[config.mk]
export PLATFORM = sky130hd
export DESIGN_NAME = pipeline_hazard_ctrl
export DESIGN_NICKNAME = d
export VERILOG_FILES = /design/src/rtl/hazard_pkg.sv /design/src/rtl/hazard_fwd_sel.sv /design/src/rtl/pipeline_hazard_ctrl.sv
export SDC_FILE = /design/constraint.sdc
export NUM_CORES = 1
export LEC_CHECK = 0
export CAP_MARGIN = 5
export CORE_ASPECT_RATIO = 1.2
export CORE_MARGIN = 2
export CORE_UTILIZATION = 40
export DETAILED_ROUTE_END_ITERATION = 6
export PLACE_DENSITY = 0.91
export SYNTH_ARGS = -nofsm -noshare
export SYNTH_HDL_FRONTEND = slang
export SYNTH_SLANG_ARGS = --single-unit
export TNS_END_PERCENT = 5
[constraint.sdc]
create_clock -name clk -period 4.77 [get_ports clk]
set_input_delay 0.954 -clock clk [delete_from_list [all_inputs] [get_ports clk]]
set_output_delay 0.954 -clock clk [all_outputs]
set_load 0.02 [all_outputs]
[src/rtl/hazard_pkg.sv]
// hazard_pkg: shared encodings for the pipeline hazard controller
package hazard_pkg;
  typedef enum logic [1:0] {RUN = 2'd0, WAIT_I = 2'd1, WAIT_D = 2'd2, REDIRECT = 2'd3} state_t;
  localparam logic [1:0] FWD_RF = 2'd0;
  localparam logic [1:0] FWD_EX = 2'd1;
  localparam logic [1:0] FWD_MEM = 2'd2;
  localparam logic [1:0] FWD_WB = 2'd3;
  localparam logic [1:0] CTL_NONE = 2'd0;
  localparam logic [1:0] CTL_BR = 2'd1;
  localparam logic [1:0] CTL_J = 2'd2;
  localparam logic [1:0] CTL_JR = 2'd3;
  localparam logic [1:0] BTB_BR = 2'd0;
  localparam logic [1:0] BTB_JR = 2'd1;
  localparam logic [1:0] BTB_J = 2'd2;
  localparam logic [1:0] BTB_NEXT = 2'd3;
endpackage

[src/rtl/hazard_fwd_sel.sv]
// hazard_fwd_sel: picks the youngest in-flight producer of one source operand
module hazard_fwd_sel
  import hazard_pkg::*;
#(
  parameter int RA_W = 2
) (
  input  logic            use_src,
  input  logic [RA_W-1:0] src,
  input  logic [RA_W-1:0] ex_dest,
  input  logic [RA_W-1:0] m_dest,
  input  logic [RA_W-1:0] wb_dest,
  input  logic            ex_regwrite,
  input  logic            ex_is_load,
  input  logic            m_regwrite,
  input  logic            wb_regwrite,
  output logic [1:0]      sel
);
  // a load in EX has no data yet, so it can only be forwarded from MEM onwards
  always_comb
    sel = !use_src ? FWD_RF :
          (ex_regwrite && !ex_is_load && src == ex_dest) ? FWD_EX :
          (m_regwrite && src == m_dest) ? FWD_MEM :
          (wb_regwrite && src == wb_dest) ? FWD_WB : FWD_RF;
endmodule

[src/rtl/pipeline_hazard_ctrl.sv]
// pipeline_hazard_ctrl: stall/flush/forward/BTB control with cache-miss FSM (HAZARD_PERF_CNT_EN adds perf counters)
module pipeline_hazard_ctrl
  import hazard_pkg::*;
#(
  parameter int WORD_W = 16,
  parameter int RA_W = 2,
  parameter int PERF_W = 16
) (
  input  logic              clk,
  input  logic              reset_n,
  input  logic [RA_W-1:0]   id_rs,
  input  logic [RA_W-1:0]   id_rt,
  input  logic              id_use_rs,
  input  logic              id_use_rt,
  input  logic [1:0]        id_ctl,
  input  logic [RA_W-1:0]   ex_dest,
  input  logic [RA_W-1:0]   m_dest,
  input  logic [RA_W-1:0]   wb_dest,
  input  logic              ex_regwrite,
  input  logic              m_regwrite,
  input  logic              wb_regwrite,
  input  logic              ex_is_load,
  input  logic              bcond,
  input  logic [WORD_W-1:0] predicted_pc,
  input  logic [WORD_W-1:0] next_pc,
  input  logic [WORD_W-1:0] br_target,
  input  logic [WORD_W-1:0] jump_addr,
  input  logic [WORD_W-1:0] jr_target,
  input  logic              i_cache_hit,
  input  logic              i_ready,
  input  logic              d_req,
  input  logic              d_cache_hit,
  input  logic              d_ready,
  output logic              pc_write,
  output logic              id_write,
  output logic              ex_write,
  output logic              m_write,
  output logic              wb_write,
  output logic              ex_bubble,
  output logic              flush,
  output logic              redirect_valid,
  output logic [WORD_W-1:0] redirect_pc,
  output logic              btb_write,
  output logic [1:0]        btb_src,
  output logic              is_predict,
  output logic [1:0]        fwd_a,
  output logic [1:0]        fwd_b,
  output logic [1:0]        state,
  output logic [PERF_W-1:0] stall_cycles,
  output logic [PERF_W-1:0] flush_count
);
  state_t state_q, state_d;
  logic pend, pend_d, d_busy, d_busy_d, i_done, i_done_d;
  logic [WORD_W-1:0] pend_pc, pend_pc_d, actual;
  logic d_miss, load_use, mispredict, resolve, back_w;
  logic [1:0] sel_a, sel_b;
  hazard_fwd_sel #(.RA_W(RA_W)) u_fwd_a (
    .use_src(id_use_rs), .src(id_rs), .ex_dest(ex_dest), .m_dest(m_dest), .wb_dest(wb_dest),
    .ex_regwrite(ex_regwrite), .ex_is_load(ex_is_load), .m_regwrite(m_regwrite),
    .wb_regwrite(wb_regwrite), .sel(sel_a)
  );
  hazard_fwd_sel #(.RA_W(RA_W)) u_fwd_b (
    .use_src(id_use_rt), .src(id_rt), .ex_dest(ex_dest), .m_dest(m_dest), .wb_dest(wb_dest),
    .ex_regwrite(ex_regwrite), .ex_is_load(ex_is_load), .m_regwrite(m_regwrite),
    .wb_regwrite(wb_regwrite), .sel(sel_b)
  );
  assign d_miss = d_req && !d_cache_hit;
  assign load_use = ex_is_load && ex_regwrite &&
                    ((id_use_rs && id_rs == ex_dest) || (id_use_rt && id_rt == ex_dest));
  assign actual = id_ctl == CTL_BR ? (bcond ? br_target : next_pc) :
                  id_ctl == CTL_J ? jump_addr : jr_target;
  assign mispredict = id_ctl != CTL_NONE && predicted_pc != actual;
  assign {ex_write, m_write, wb_write} = {3{back_w}};
  assign fwd_a = reset_n ? sel_a : FWD_RF;
  assign fwd_b = reset_n ? sel_b : FWD_RF;
  assign is_predict = reset_n && id_ctl != CTL_NONE;
  assign btb_write = resolve && (id_ctl == CTL_J || id_ctl == CTL_JR || (id_ctl == CTL_BR && bcond));
  assign btb_src = !resolve ? BTB_BR :
                   id_ctl == CTL_BR ? (bcond ? BTB_BR : BTB_NEXT) :
                   id_ctl == CTL_JR ? BTB_JR :
                   id_ctl == CTL_J ? BTB_J : BTB_BR;
  assign state = state_q;
  // next-state and pipeline controls; defaults are also the values forced during reset
  always_comb begin
    state_d = state_q;
    pend_d = pend;
    pend_pc_d = pend_pc;
    d_busy_d = d_busy;
    i_done_d = i_done;
    pc_write = 1'b1;
    id_write = 1'b1;
    back_w = 1'b1;
    ex_bubble = 1'b0;
    flush = 1'b0;
    redirect_valid = 1'b0;
    redirect_pc = '0;
    resolve = 1'b0;
    if (reset_n) begin
      case (state_q)
        RUN: begin
          if (d_miss) begin
            {pc_write, id_write, back_w} = 3'b000;
            state_d = WAIT_D;
          end else if (load_use) begin
            {pc_write, id_write, ex_bubble} = 3'b001;
          end else begin
            resolve = 1'b1;
            if (mispredict && i_cache_hit) begin
              {flush, redirect_valid} = 2'b11;
              redirect_pc = actual;
            end else if (mispredict) begin
              {pend_d, flush, pc_write} = 3'b110;
              pend_pc_d = actual;
              state_d = WAIT_I;
            end else if (!i_cache_hit) begin
              {pc_write, id_write, ex_bubble} = 3'b001;
              state_d = WAIT_I;
            end
          end
        end
        WAIT_I: begin
          {pc_write, id_write, ex_bubble} = 3'b001;
          if (d_busy || d_miss) begin
            back_w = 1'b0;
            d_busy_d = d_busy ? !d_ready : 1'b1;
            i_done_d = i_done || i_ready;
          end else if (i_ready || i_done) begin
            i_done_d = 1'b0;
            state_d = pend ? REDIRECT : RUN;
          end
        end
        WAIT_D: begin
          {pc_write, id_write, back_w} = 3'b000;
          state_d = d_ready ? RUN : WAIT_D;
        end
        REDIRECT: begin
          {flush, redirect_valid, pend_d} = 3'b110;
          redirect_pc = pend_pc;
          state_d = RUN;
        end
        default: state_d = RUN;
      endcase
    end
  end
  // FSM and miss bookkeeping registers
  always_ff @(posedge clk)
    if (!reset_n) begin
      state_q <= RUN;
      pend <= 1'b0;
      pend_pc <= '0;
      d_busy <= 1'b0;
      i_done <= 1'b0;
    end else begin
      state_q <= state_d;
      pend <= pend_d;
      pend_pc <= pend_pc_d;
      d_busy <= d_busy_d;
      i_done <= i_done_d;
    end
`ifdef HAZARD_PERF_CNT_EN
  logic [PERF_W-1:0] stall_q, flush_q;
  // saturating stall and flush counters
  always_ff @(posedge clk)
    if (!reset_n) begin
      stall_q <= '0;
      flush_q <= '0;
    end else begin
      if (!pc_write && !(&stall_q)) stall_q <= stall_q + PERF_W'(1);
      if (flush && !(&flush_q)) flush_q <= flush_q + PERF_W'(1);
    end
  assign stall_cycles = stall_q;
  assign flush_count = flush_q;
`else
  assign stall_cycles = '0;
  assign flush_count = '0;
`endif
endmodule

**Word-level counts from Yosys, hierarchy flattened**

Index checks and enable logic that the tools add are counted.

- Bits in registers: 21
- Bits of input ports: 106
- Logic and storage cells: 145
- Output and inout bits: 66

- Reductions and logical operators: 35
- Bitwise gates (word level): 3
- Equality and inequality tests: 22
- Muxes and demuxes: 80

Operators with widths:

| operator | count |
|---|---|
| 2-to-1 mux 16 bit | 7 |
| 2-to-1 mux 2 bit | 24 |
| 2-to-1 mux 1 bit | 40 |
| one-hot mux 16 bit (2 select lines) | 1 |
| logical AND 1 bit | 17 |
| inequality test 16 bit | 1 |
| AND reduction 5 bit | 3 |
| == test 2 bit | 6 |
| inequality test 2 bit (second input constant) | 6 |
| one-hot mux 1 bit (2 select lines) | 6 |
| == test 2 bit (second input constant) | 4 |
| one-hot mux 2 bit (4 select lines) | 1 |
| inequality test 3 bit (second input constant) | 2 |
| nonzero test 2 bit | 3 |
| logical OR 1 bit | 5 |
| == test 2 x 1 -> 1 bit (second input constant) | 2 |
| inequality test 4 bit (second input constant) | 1 |
| AND reduction 2 bit | 2 |
| zero test 1 bit | 3 |
| inverter 1 bit | 3 |
| one-hot mux 1 bit (3 select lines) | 1 |
| zero test 2 bit | 1 |
| OR reduction 2 bit | 1 |

**Depth between registers and ports, before layout**

Gate-level depths: netlist (run 1).

- Word-level depth: 11
- Gate-level depth with buffers: 12
- Gate-level depth less buffers: 8

**Modules after synthesis**

A second synthesis (run 1) with hierarchy kept.

- Cells, all modules: 408
- Area total of the unflattened synthesis: 3,002.9 µm²

Modules (own cells, without submodules):

| module | cells an instance | area each (µm²) | seq. area each (µm²) | times used |
|---|---|---|---|---|
| pipeline_hazard_ctrl | 382 | 2,790.2 | 420.4 | 1 |
| hazard_fwd_sel | 13 | 106.4 | 0.0 | 2 |

**Least setup slack after synthesis (run 1)**

OpenSTA, ideal clock, no wires.

- Path kind: input to output
- Start: in id_ctl[0]
- End: out ex_bubble
- Arrival: 3.292 ns
- Data required time: 3.816 ns
- Path buffers: 1
- Setup slack: 0.524 ns
- Stages: 8
- Cell sequence: buf_2 > or4b_1 > o21ai_1 > nor3_1 > a2111oi_0 > nand4_1 > o31a_1 > o41ai_1

- Cells in the longest elaborated chain, start to end: 11

RTL lines:

| element | line | RTL |
|---|---|---|
| start, declared | pipeline_hazard_ctrl.sv:15 | `input logic [1:0] id_ctl,` |
| == test 2 bit | pipeline_hazard_ctrl.sv:71 | `id_ctl == CTL_J ? jump_addr : jr_target;` |
| 2-to-1 mux 16 bit | pipeline_hazard_ctrl.sv:71 |  |
| 2-to-1 mux 16 bit | pipeline_hazard_ctrl.sv:70 | `assign actual = id_ctl == CTL_BR ? (bcond ? br_target : next_pc) :` |
| inequality test 16 bit | pipeline_hazard_ctrl.sv:72 | `assign mispredict = id_ctl != CTL_NONE && predicted_pc != actual;` |
| logical AND 1 bit (*) | pipeline_hazard_ctrl.sv:72 |  |
| 2-to-1 mux 1 bit / logical AND 1 bit (equally long branches) | pipeline_hazard_ctrl.sv:111, pipeline_hazard_ctrl.sv:108 |  |
| 2-to-1 mux 1 bit (*) | pipeline_hazard_ctrl.sv:108 | `if (mispredict && i_cache_hit) begin` |
| 2-to-1 mux 1 bit (*) | pipeline_hazard_ctrl.sv:104 | `end else if (load_use) begin` |
| 2-to-1 mux 1 bit (*) | pipeline_hazard_ctrl.sv:101 | `if (d_miss) begin` |
| one-hot mux 1 bit (2 select lines) (*) | pipeline_hazard_ctrl.sv:99 | `case (state_q)` |
| 2-to-1 mux 1 bit (*) | pipeline_hazard_ctrl.sv:98 | `if (reset_n) begin` |
| end, declared | pipeline_hazard_ctrl.sv:39 | `output logic ex_bubble,` |

Every way passes the cells marked *; elsewhere a longest branch is shown, timed or not.

**Worst setup path after layout (run 1)**

- Start: in id_ctl[0]
- End: out redirect_pc[8]

- Cells in the longest elaborated chain, start to end: 11

RTL lines:

| element | line | RTL |
|---|---|---|
| == test 2 bit | pipeline_hazard_ctrl.sv:71 |  |
| 2-to-1 mux 16 bit | pipeline_hazard_ctrl.sv:71 |  |
| 2-to-1 mux 16 bit | pipeline_hazard_ctrl.sv:70 |  |
| inequality test 16 bit | pipeline_hazard_ctrl.sv:72 |  |
| logical AND 1 bit | pipeline_hazard_ctrl.sv:72 |  |
| logical AND 1 bit | pipeline_hazard_ctrl.sv:108 |  |
| 2-to-1 mux 16 bit (*) | pipeline_hazard_ctrl.sv:108 |  |
| 2-to-1 mux 16 bit (*) | pipeline_hazard_ctrl.sv:104 |  |
| 2-to-1 mux 16 bit (*) | pipeline_hazard_ctrl.sv:101 |  |
| one-hot mux 16 bit (2 select lines) (*) | pipeline_hazard_ctrl.sv:99 |  |
| 2-to-1 mux 16 bit (*) | pipeline_hazard_ctrl.sv:98 |  |
| end, declared | pipeline_hazard_ctrl.sv:42 | `output logic [WORD_W-1:0] redirect_pc,` |

Marks and branches as above.

==> results_dict.tcl, run 1 <==
set metrics [dict create \
    status "complete, no violations" \
    crit_buf_inv 5 \
    grt_max_degree 43 \
    antenna_found_initial 0 \
    grt_pass1_vias 3931 \
    globalRouteMet2Util_pct 50.65 \
    yosysTopAreaCellShare_pct 13.73 \
    min_to "pend_pc[1]" \
    gpl.final_weighted_congestion 0.9388 \
    cts.clk_slew.worst_paths_ps 80 \
    skew_ps 2.118 \
    busiest_layer "met2" \
    cts_buffers 3 \
    slew_headroom_pct 62.31 \
    hp-start "pend_pc[1]" \
    rsz0062_at_grt "true" \
    p_leak_nw 2.104 \
    slew_violations 0 \
    cts_tree "done" \
    hold_class "reg2reg" \
    die_width_um 83.88 \
    die_area_um2 8376 \
    n_antenna_cell 0 \
    grt_overflow 0 \
    grtUsageMet3_pct 4.523 \
    core-area_um2 7360 \
    ant_nets 0 \
    cap_violations 0 \
    dp_hpwl_um 9789 \
    holdPathStages 2 \
    grt_first_pass_wirelength_um 18420 \
    stdcell_count 704 \
    wl_per_cell_um 17.10 \
    synthFlopType "dfxtp_1" \
    crit_chain "dlygate4sd2_1 -> buf_4 -> buf_4 -> and4bb_2 -> o21ai_2 -> o2111ai_2 -> and4b_1 -> nand4_1 -> o31ai_4 -> nor2_2 -> buf_4 -> a22o_1 -> clkdlybuf4s15_1" \
    drt_first_iter_violations 302 \
    drt_first_pass_iters 5 \
    post-route-period-util_pct 99.21 \
    cp_top_family "buffers and inverters" \
    final_nets 725 \
    crit_slowest_cell "o31ai_4" \
    yosysWarnings 0 \
    slowest_delay_ps 330 \
    hold_viol 0 \
    start_util_pct 41.62 \
    clk_path_buf_depth 2 \
    worstPathRequired_ps 3820 \
    rrSetupSlack_ps 2740 \
    crit_arrival_ps 3780 \
    hold_buffers 0 \
    worstRegToRegCells 7 \
    startpoint_type "primary input" \
    layout_common_cells "clkdlybuf4s50_1, buf_4, nand2_1" \
    synth_edf_count 0 \
    drive_gt1_share_pct 21.66 \
    min_period_ps 4733 \
    portBuffers 139 \
    die-height_um 99.86 \
    worst_slew_pin_slew_ps 561.1 \
    cts_sinks 21 \
    r2r_start "state[0]" \
    synth_area_leader_cell "dfxtp_1" \
    grtUsageMet1_pct 29.27 \
    wirelength_um 12040 \
    ir_drop_mv 0.2893 \
    setup_viol 0 \
    syn_area_um2 3063 \
    clock.fmax_ghz 0.2113 \
    synth.avg_cell_area_um2 7.381 \
    cp_max_fo 13 \
    async_flop_share_pct 0 \
    cpMostUsedCell "buf_4" \
    r2r-end "pend_pc[6]" \
    layout_commonest_cell "clkdlybuf4s50_1" \
    rows 34 \
    ios 172 \
    root_buffer "clkbuf_8" \
    path_class "in2out" \
    power.density_nw_per_um2 224.2 \
    ys_seq_elements 21 \
    grtUsageTotal_pct 26.67 \
    fillers 615 \
    insertion_delay_ps 260 \
    syn_inst 415 \
    ys_types 73 \
    area_growth_syn_to_layout_pct 61.64 \
    drc_errors 0 \
    synthTopCellsByArea "dfxtp_1, buf_4, mux2i_1, nand2_1, a22o_1" \
    htreeDepth 1 \
    final_util_pct 67.27 \
    finalSetupTns_ps 0 \
    dp_cells 694 \
    vias 3983 \
    ys_seq_area_share_pct 13.73 \
    viasPerCell 5.658 \
    cp-end-kind "primary output" \
]
==> tightest hold or removal path, delay by kind of cell, from the launching register on <==
kind          cells  cell delay [ps]
mux               1               50
flops             1              320
simple gates      1               50
==> flip-flops by register name, indices dropped and copies added (netlist names) <==
name / count
pend: 1
pend_pc: 16
i_done: 1
d_busy: 1
state: 2
==> power by group <==
| group | internal [mW] | switching (mW) |
|---|---|---|
| Sequential | 0.209 | 0.0248 |
| Clock | 0.0582 | 0.0624 |
| Combinational | 0.360 | 0.396 |
| Total | 0.627 | 0.483 |
==> how the worst max path moves through the flow <==
stage,startpoint,to,slack (ps),cells after the start
floorplan,id_ctl[0],ex_bubble,520,8
global placement,bcond,id_write,-440,11
detailed placement,id_ctl[0],id_write,-400,13
CTS,bcond,id_write,40,12
global route,id_ctl[0],redirect_pc[8],-80,13
finish,id_ctl[0],redirect_pc[8],40,13
==> Yosys cell counts, types with 3 or more instances <==
| library cell | number |
|---|---|
| a211oi_1 | 7 |
| a21oi_1 | 10 |
| a22o_1 | 19 |
| a22oi_1 | 4 |
| buf_2 | 9 |
| buf_4 | 36 |
| buf_6 | 5 |
| clkbuf_1 | 6 |
| dfxtp_1 | 21 |
| ha_1 | 4 |
| inv_1 | 23 |
| mux2_1 | 4 |
| mux2i_1 | 19 |
| nand2_1 | 48 |
| nand2b_1 | 13 |
| nand3_1 | 6 |
| nand4_1 | 4 |
| nor2_1 | 29 |
| nor2b_1 | 12 |
| nor3_1 | 9 |
| nor3b_1 | 3 |
| nor4_1 | 3 |
| o211ai_1 | 4 |
| o21a_1 | 5 |
| o21ai_0 | 16 |
| o22ai_1 | 17 |
| o2bb2ai_1 | 3 |
| o41ai_1 | 3 |
| or2_2 | 3 |
| or3_1 | 5 |
| xnor2_1 | 12 |
==> layout make-up <==
cell class	count	area, um2	area share [%]
clock inverters	1	5.005	0.1011
flip-flops and latches	21	420.4	8.491
inverters	24	90.09	1.820
clock buffers	3	41.29	0.8340
multi-input cells	346	2341	47.28
repair buffers	219	1941	39.20
well taps	90	112.6	2.274
==> repair_timing <==
item / in CTS / in global routing
gates resized for setup: 28 / 48
endpoints found under the setup margin: 20 / 20
buffers inserted: 1 / 3
pin swaps: 3 / 4
gates cloned: 1 / 1
==> through the flow <==
step / worst slack (ps) / cell area (um2) / total power [mW] / hold WS, ps
after floorplan: 523.8 / 3179 / 0.6766 / 434.4
after global placement: -438.3 / 4890 / 0.9757 / 441.6
after detailed placement: -402.3 / 4890 / 0.9944 / 453.7
after CTS: 38.40 / 4942 / 1.100 / 465.9
after global routing: -79.74 / 4951 / 1.177 / 484.0
final: 37.46 / 4951 / 1.110 / 465.4
==> kinds of logic (layout without fill, tap and decap cells) <==
group           Yosys count  count (layout)  synth area share [%]
buf+inv                  80             247                 15.81
flops                    21              21                 13.73
mux                      27              27                 9.395
xor+xnor                 14              14                 4.003
fa+ha+maj                 4               4                 1.634
compound gates          119             119                 29.94
other cells               1              32                0.1224
simple gates            149             150                 25.37
==> per-layer routing <==
layer	share of wire, %	vias up
met4	3.8	0
met2	51	230
li1	-	1862
met5	0	-
met1	38	1853
met3	7.6	38
(Power assumes the default switching activity.)
==> run 2: changes to the inputs <==
- CORE_MARGIN: 2 -> 5
==> results_dict.tcl, run 2 (synthesis gave the netlist of run 1 again) <==
set metrics [dict create \
    status "complete, no violations" \
    slew_violations 0 \
    layout_commonest_cell "clkdlybuf4s50_1" \
    cp-end-kind "primary output" \
    area_growth_syn_to_layout_pct 65.93 \
    multi_input_area_um2 2406 \
    portBuffers 139 \
    viasPerCell 5.594 \
    cap_violations 0 \
    htreeDepth 1 \
    power.density_nw_per_um2 223.8 \
    clk_path_buf_depth 2 \
    min_to "pend_pc[15]" \
    start_util_pct 40.43 \
    grt_overflow 0 \
    final_nets 730 \
    fillers 667 \
    insertion_delay_ps 270 \
    die_area_um2 9514 \
    layout_common_cells "clkdlybuf4s50_1, buf_4, nand2_1" \
    worst_slew_pin_slew_ps 606.0 \
    layout.area.seq_um2 420.4 \
    core-area_um2 7576 \
    worstRegToRegCells 7 \
    setup_viol 0 \
    slowest_delay_ps 480 \
    ant_nets 0 \
    ir_drop_mv 0.2244 \
    r2r-end "pend_pc[4]" \
    startpoint_type "primary input" \
    wirelength_um 12770 \
    dp_hpwl_um 10660 \
    grt_first_pass_wirelength_um 19230 \
    hold_viol 0 \
    drc_errors 0 \
    dp_cells 703 \
    die_width_um 89.88 \
    hold_class "reg2reg" \
    worstPathRequired_ps 3820 \
    p_leak_nw 2.161 \
    cts_sinks 21 \
    rrSetupSlack_ps 2450 \
    cp_max_fo 9 \
    die-height_um 105.9 \
    ios 172 \
    cp_top_family "buffers and inverters" \
    largest_register_ffs 16 \
    hp-start "pend_pc[15]" \
    path_class "in2out" \
    crit_buf_inv 5 \
    drt_first_pass_iters 6 \
    grtUsageTotal_pct 24.25 \
    drive_gt1_share_pct 23.59 \
    clock.fmax_ghz 0.2113 \
    cpMostUsedCell "buf_4" \
    rows 35 \
    r2r_start "state[0]" \
    gpl.final_weighted_congestion 0.9669 \
    antenna_found_initial 0 \
    finalPower_mw 1.137 \
    drt_first_iter_violations 182 \
    holdPathStages 2 \
    crit_slowest_cell "or4b_4" \
    cts.clk_slew.worst_paths_ps 80 \
    grt_max_degree 43 \
    root_buffer "clkbuf_8" \
    slew_headroom_pct 59.29 \
    stdcell_count 711 \
    cts_buffers 3 \
    min_period_ps 4733 \
    post-route-period-util_pct 99.22 \
    skew_ps 1.512 \
    final_util_pct 67.09 \
    crit_chain "clkdlybuf4s50_1 -> or4b_4 -> o21ai_2 -> nor3_1 -> a2111oi_2 -> buf_4 -> nand4_1 -> buf_4 -> o31ai_4 -> nor2_2 -> buf_4 -> a22o_1 -> clkdlybuf4s15_2" \
    crit_arrival_ps 3780 \
    wl_per_cell_um 17.96 \
    regMostFlops "pend_pc" \
    cts_tree "done" \
    rsz0062_at_grt "true" \
    n_antenna_cell 0 \
    vias 3977 \
    grt_pass1_vias 3990 \
]
run 2: changes by cell type in the layout (fill, tap and decap cells not counted), sizes merged:
cell / delta
clkbuf: -17
dlygate4sd2: -1
nand3b: -1
dlymetal6s2s: +1
clkdlybuf4s15: +5
buf: +18
run 2: worst max path at each step:
| stage | startpoint | endpoint | slack [ps] | cells past startpoint |
|---|---|---|---|---|
| 2_1_floorplan | id_ctl[0] | ex_bubble | 520 | 8 |
| 4_1_cts | id_ctl[0] | redirect_pc[8] | -50 | 13 |
| 3_5_place_dp | id_ctl[1] | id_write | -560 | 12 |
| 6_report | next_pc[10] | redirect_pc[14] | 40 | 13 |
| 5_1_grt | next_pc[10] | redirect_pc[1] | -60 | 13 |
| 3_3_place_gp | id_ctl[1] | ex_bubble | -510 | 10 |
run 2: timing repair:
item / in CTS / in global routing
endpoints found under the setup margin: 20 / 20
pin swaps: 5 / 8
setup buffers: 3 / 1
hold buffers: 0 / 0
resized for setup: 87 / 21
run 2: metrics by stage:
step                setup WS [ps]  hold slack (ps)  area (um2)  TNS, ps
floorplan                   523.8            434.4        3179        0
global placement           -505.3            443.6        4907    -9492
detailed placement         -556.6            454.7        4907   -10510
CTS                        -48.54            465.7        5029   -438.8
global route               -55.24            489.7        5082   -304.5
finish                      37.31            471.5        5082        0
run 2: layout make-up:
cell class | count | share of cell area [%]
Inverter | 24 | 1.773
Sequential cell | 21 | 8.272
Clock buffer | 3 | 0.8124
Tap cell | 92 | 2.265
Timing Repair Buffer | 225 | 39.44
Clock inverter | 1 | 0.09847
Multi-Input combinational cell | 345 | 47.34
run 2: where the power goes:
| part | internal (mW) | total, mW | switching (mW) |
|---|---|---|---|
| Combinational | 0.372 | 0.781 | 0.409 |
| Sequential | 0.209 | 0.237 | 0.0274 |
| Clock | 0.0584 | 0.120 | 0.0615 |
| Total | 0.639 | 1.14 | 0.498 |
run 2: layer usage:
| layer | vias up | GRT usage [%] | share of wire, % |
|---|---|---|---|
| met4 | 0 | 10.00 | 3.5 |
| met3 | 39 | 5.211 | 8.9 |
| met1 | 1824 | 26.19 | 36 |
| li1 | 1862 | - | - |
| met2 | 252 | 45.14 | 51 |
| met5 | - | 0 | 0 |
run 2: worst reg2reg max path: stages, from the launching register on:
cell and delay [ps]:
dfxtp_1 360, inv_1 100, ha_1 260, nand2_1 190, or2_2 350, nor3_4 430
buf_4 320, mux2i_1 240
==> run 3: changes to the inputs <==
- ABC_AREA: unset -> 1
==> results_dict.tcl, run 3 <==
set metrics [dict create \
    vias 3789 \
    portBuffers 139 \
    syn_area_um2 3040 \
    worstPathRequired_ps 3820 \
    n_antenna_cell 0 \
    synth_edf_count 0 \
    grt_max_degree 34 \
    synth_most_common_cell "nand2_1" \
    area_growth_syn_to_layout_pct 48.81 \
    async_flop_share_pct 0 \
    slew_headroom_pct 53.14 \
    ys_seq_area_share_pct 13.83 \
    drive_gt1_share_pct 11.98 \
    start_util_pct 41.55 \
    layout.area.seq_um2 420.4 \
    root_buffer "clkbuf_8" \
    multi_input_area_um2 2006 \
    holdPathStages 2 \
    rsz0062_at_grt "false" \
    ys_types 36 \
    wirelength_um 10440 \
    antenna_found_initial 0 \
    grt_pass1_vias 3757 \
    regMostFlops "pend_pc" \
    drt_first_iter_violations 156 \
    ir_drop_mv 0.1799 \
    post-route-period-util_pct 95.27 \
    setup_viol 0 \
    core-area_um2 7317 \
    rows 34 \
    cts_buffers 3 \
    crit_arrival_ps 3590 \
    die-height_um 105.5 \
    htreeDepth 1 \
    p_leak_nw 2.367 \
    grtUsageTotal_pct 20.80 \
    clock.fmax_ghz 0.2201 \
    ys_seq_elements 21 \
    dp_slack_ps -197.9 \
    yosys-top-cells-count "nand2_1, inv_1, nor2_1" \
    insertion_delay_ps 260 \
    grt_first_pass_wirelength_um 16010 \
    ant_nets 0 \
    die_area_um2 9452 \
    path_class "in2out" \
    status "complete, no violations" \
    power.density_nw_per_um2 229.0 \
    skew_ps 4.800 \
    hold_buffers 0 \
    hold_viol 0 \
    dpl-instance-area_um2 4501 \
    layout_commonest_cell "nand2_1" \
    cts_tree "done" \
    yosysTopAreaCellShare_pct 16.91 \
    synth_area_leader_cell "nand2_1" \
    worst_slew_pin_slew_ps 702.1 \
    cp_max_fo 16 \
    wl_per_cell_um 13.63 \
    gpl.final_weighted_congestion 0.8550 \
    final_nets 787 \
    drt_first_pass_iters 5 \
    cp-end-kind "primary output" \
    largest_register_ffs 16 \
    layout_common_cells "nand2_1, clkdlybuf4s50_1, inv_1" \
    ios 172 \
    synth.avg_cell_area_um2 5.802 \
    synthFlopType "dfxtp_1" \
    min_period_ps 4544 \
    hold_class "reg2reg" \
    grt_overflow 0 \
    die_width_um 89.59 \
    syn_inst 524 \
    yosysWarnings 0 \
    cap_violations 0 \
    clk_path_buf_depth 2 \
    dp_hpwl_um 8635 \
    final_cell_area_um2 4524 \
    drc_errors 0 \
    cts_sinks 21 \
    startpoint_type "primary input" \
    setup_ws_ps 225.6 \
    slew_violations 0 \
    cts.clk_slew.worst_paths_ps 80 \
    viasPerCell 4.946 \
    fillers 668 \
    synthTopCellsByArea "nand2_1, dfxtp_1, inv_1, buf_4, a21oi_1" \
    worstRegToRegCells 9 \
]
==> run 3: worst max-delay path: stages <==
cell,delay [ps]
clkdlybuf4s50_1,560
inv_2,80
nand2_4,110
buf_6,230
nand3b_1,150
nand3_1,150
nand2_1,70
nand2_1,60
nor2_1,40
nand2_1,70
nor2_1,60
nand2_2,80
nand2_4,50
clkinv_2,70
nand2_4,100
or2_1,230
a21oi_1,140
dlygate4sd2_1,360
==> run 3: area by class of cell <==
class / count / area share (%)
Inverter: 87 / 7.329
Sequential cell: 21 / 9.292
Clock buffer: 4 / 0.9956
Multi-Input combinational cell: 394 / 44.33
Timing Repair Buffer: 169 / 35.40
Tap cell: 90 / 2.489
Timing Repair inverter: 1 / 0.1659
==> run 3: what timing repair did <==
action	in CTS	in global routing
setup endpoints to repair	16	20
gates cloned	0	1
buffers inserted	0	0
resized for setup	23	21
pin swaps	0	0
==> run 3: routing by layer <==
| layer | global-route usage (%) | wire length (um) | up-vias |
|---|---|---|---|
| li1 | - | - | 1877 |
| met1 | 21.27 | 3662 | 1703 |
| met2 | 39.85 | 5474 | 174 |
| met3 | 3.747 | 934 | 35 |
| met4 | 8.085 | 368 | 0 |
| met5 | 0 | 0 | - |
==> run 3: worst paths after layout <==
path / to / slack, ps / from
setup reg to reg: pend_pc[8] / 2930 / state[0]
setup / recovery: redirect_pc[10] / 230 / id_ctl[1]
hold reg to reg: i_done / 480 / i_done
hold / removal: i_done / 480 / i_done
==> run 3: cell families (layout without fill, tap and decap cells) <==
kind of cell | count (synthesis) | after routing | synth area share (%)
other cells | 1 | 32 | 0.1233
fa+ha+maj | 4 | 4 | 1.646
flops | 21 | 21 | 13.83
buf+inv | 140 | 261 | 24.28
compound gates | 68 | 68 | 12.39
xor+xnor | 8 | 8 | 2.305
simple gates | 282 | 282 | 45.43
==> run 3: metrics by stage <==
stage          setup TNS [ps]  cells  hold WS, ps  utilization [%]  power, mW
2_1_floorplan               0    555        444.0                -     0.6776
3_3_place_gp           -323.5    761        457.5            61.51     0.9126
3_5_place_dp            -1695    761        470.2            61.51     0.9332
4_1_cts                     0    765        487.7            61.97      1.038
5_1_grt                     0    766        521.5            61.83      1.115
6_report                    0    766        484.2            61.83      1.036
==> run 3: report_power, final <==
part           switching (mW)  leakage, nW  internal, mW
combinational           0.391         2.17         0.300
sequential             0.0213        0.172         0.206
clock                  0.0581       0.0228        0.0595
total                   0.471         2.37         0.565
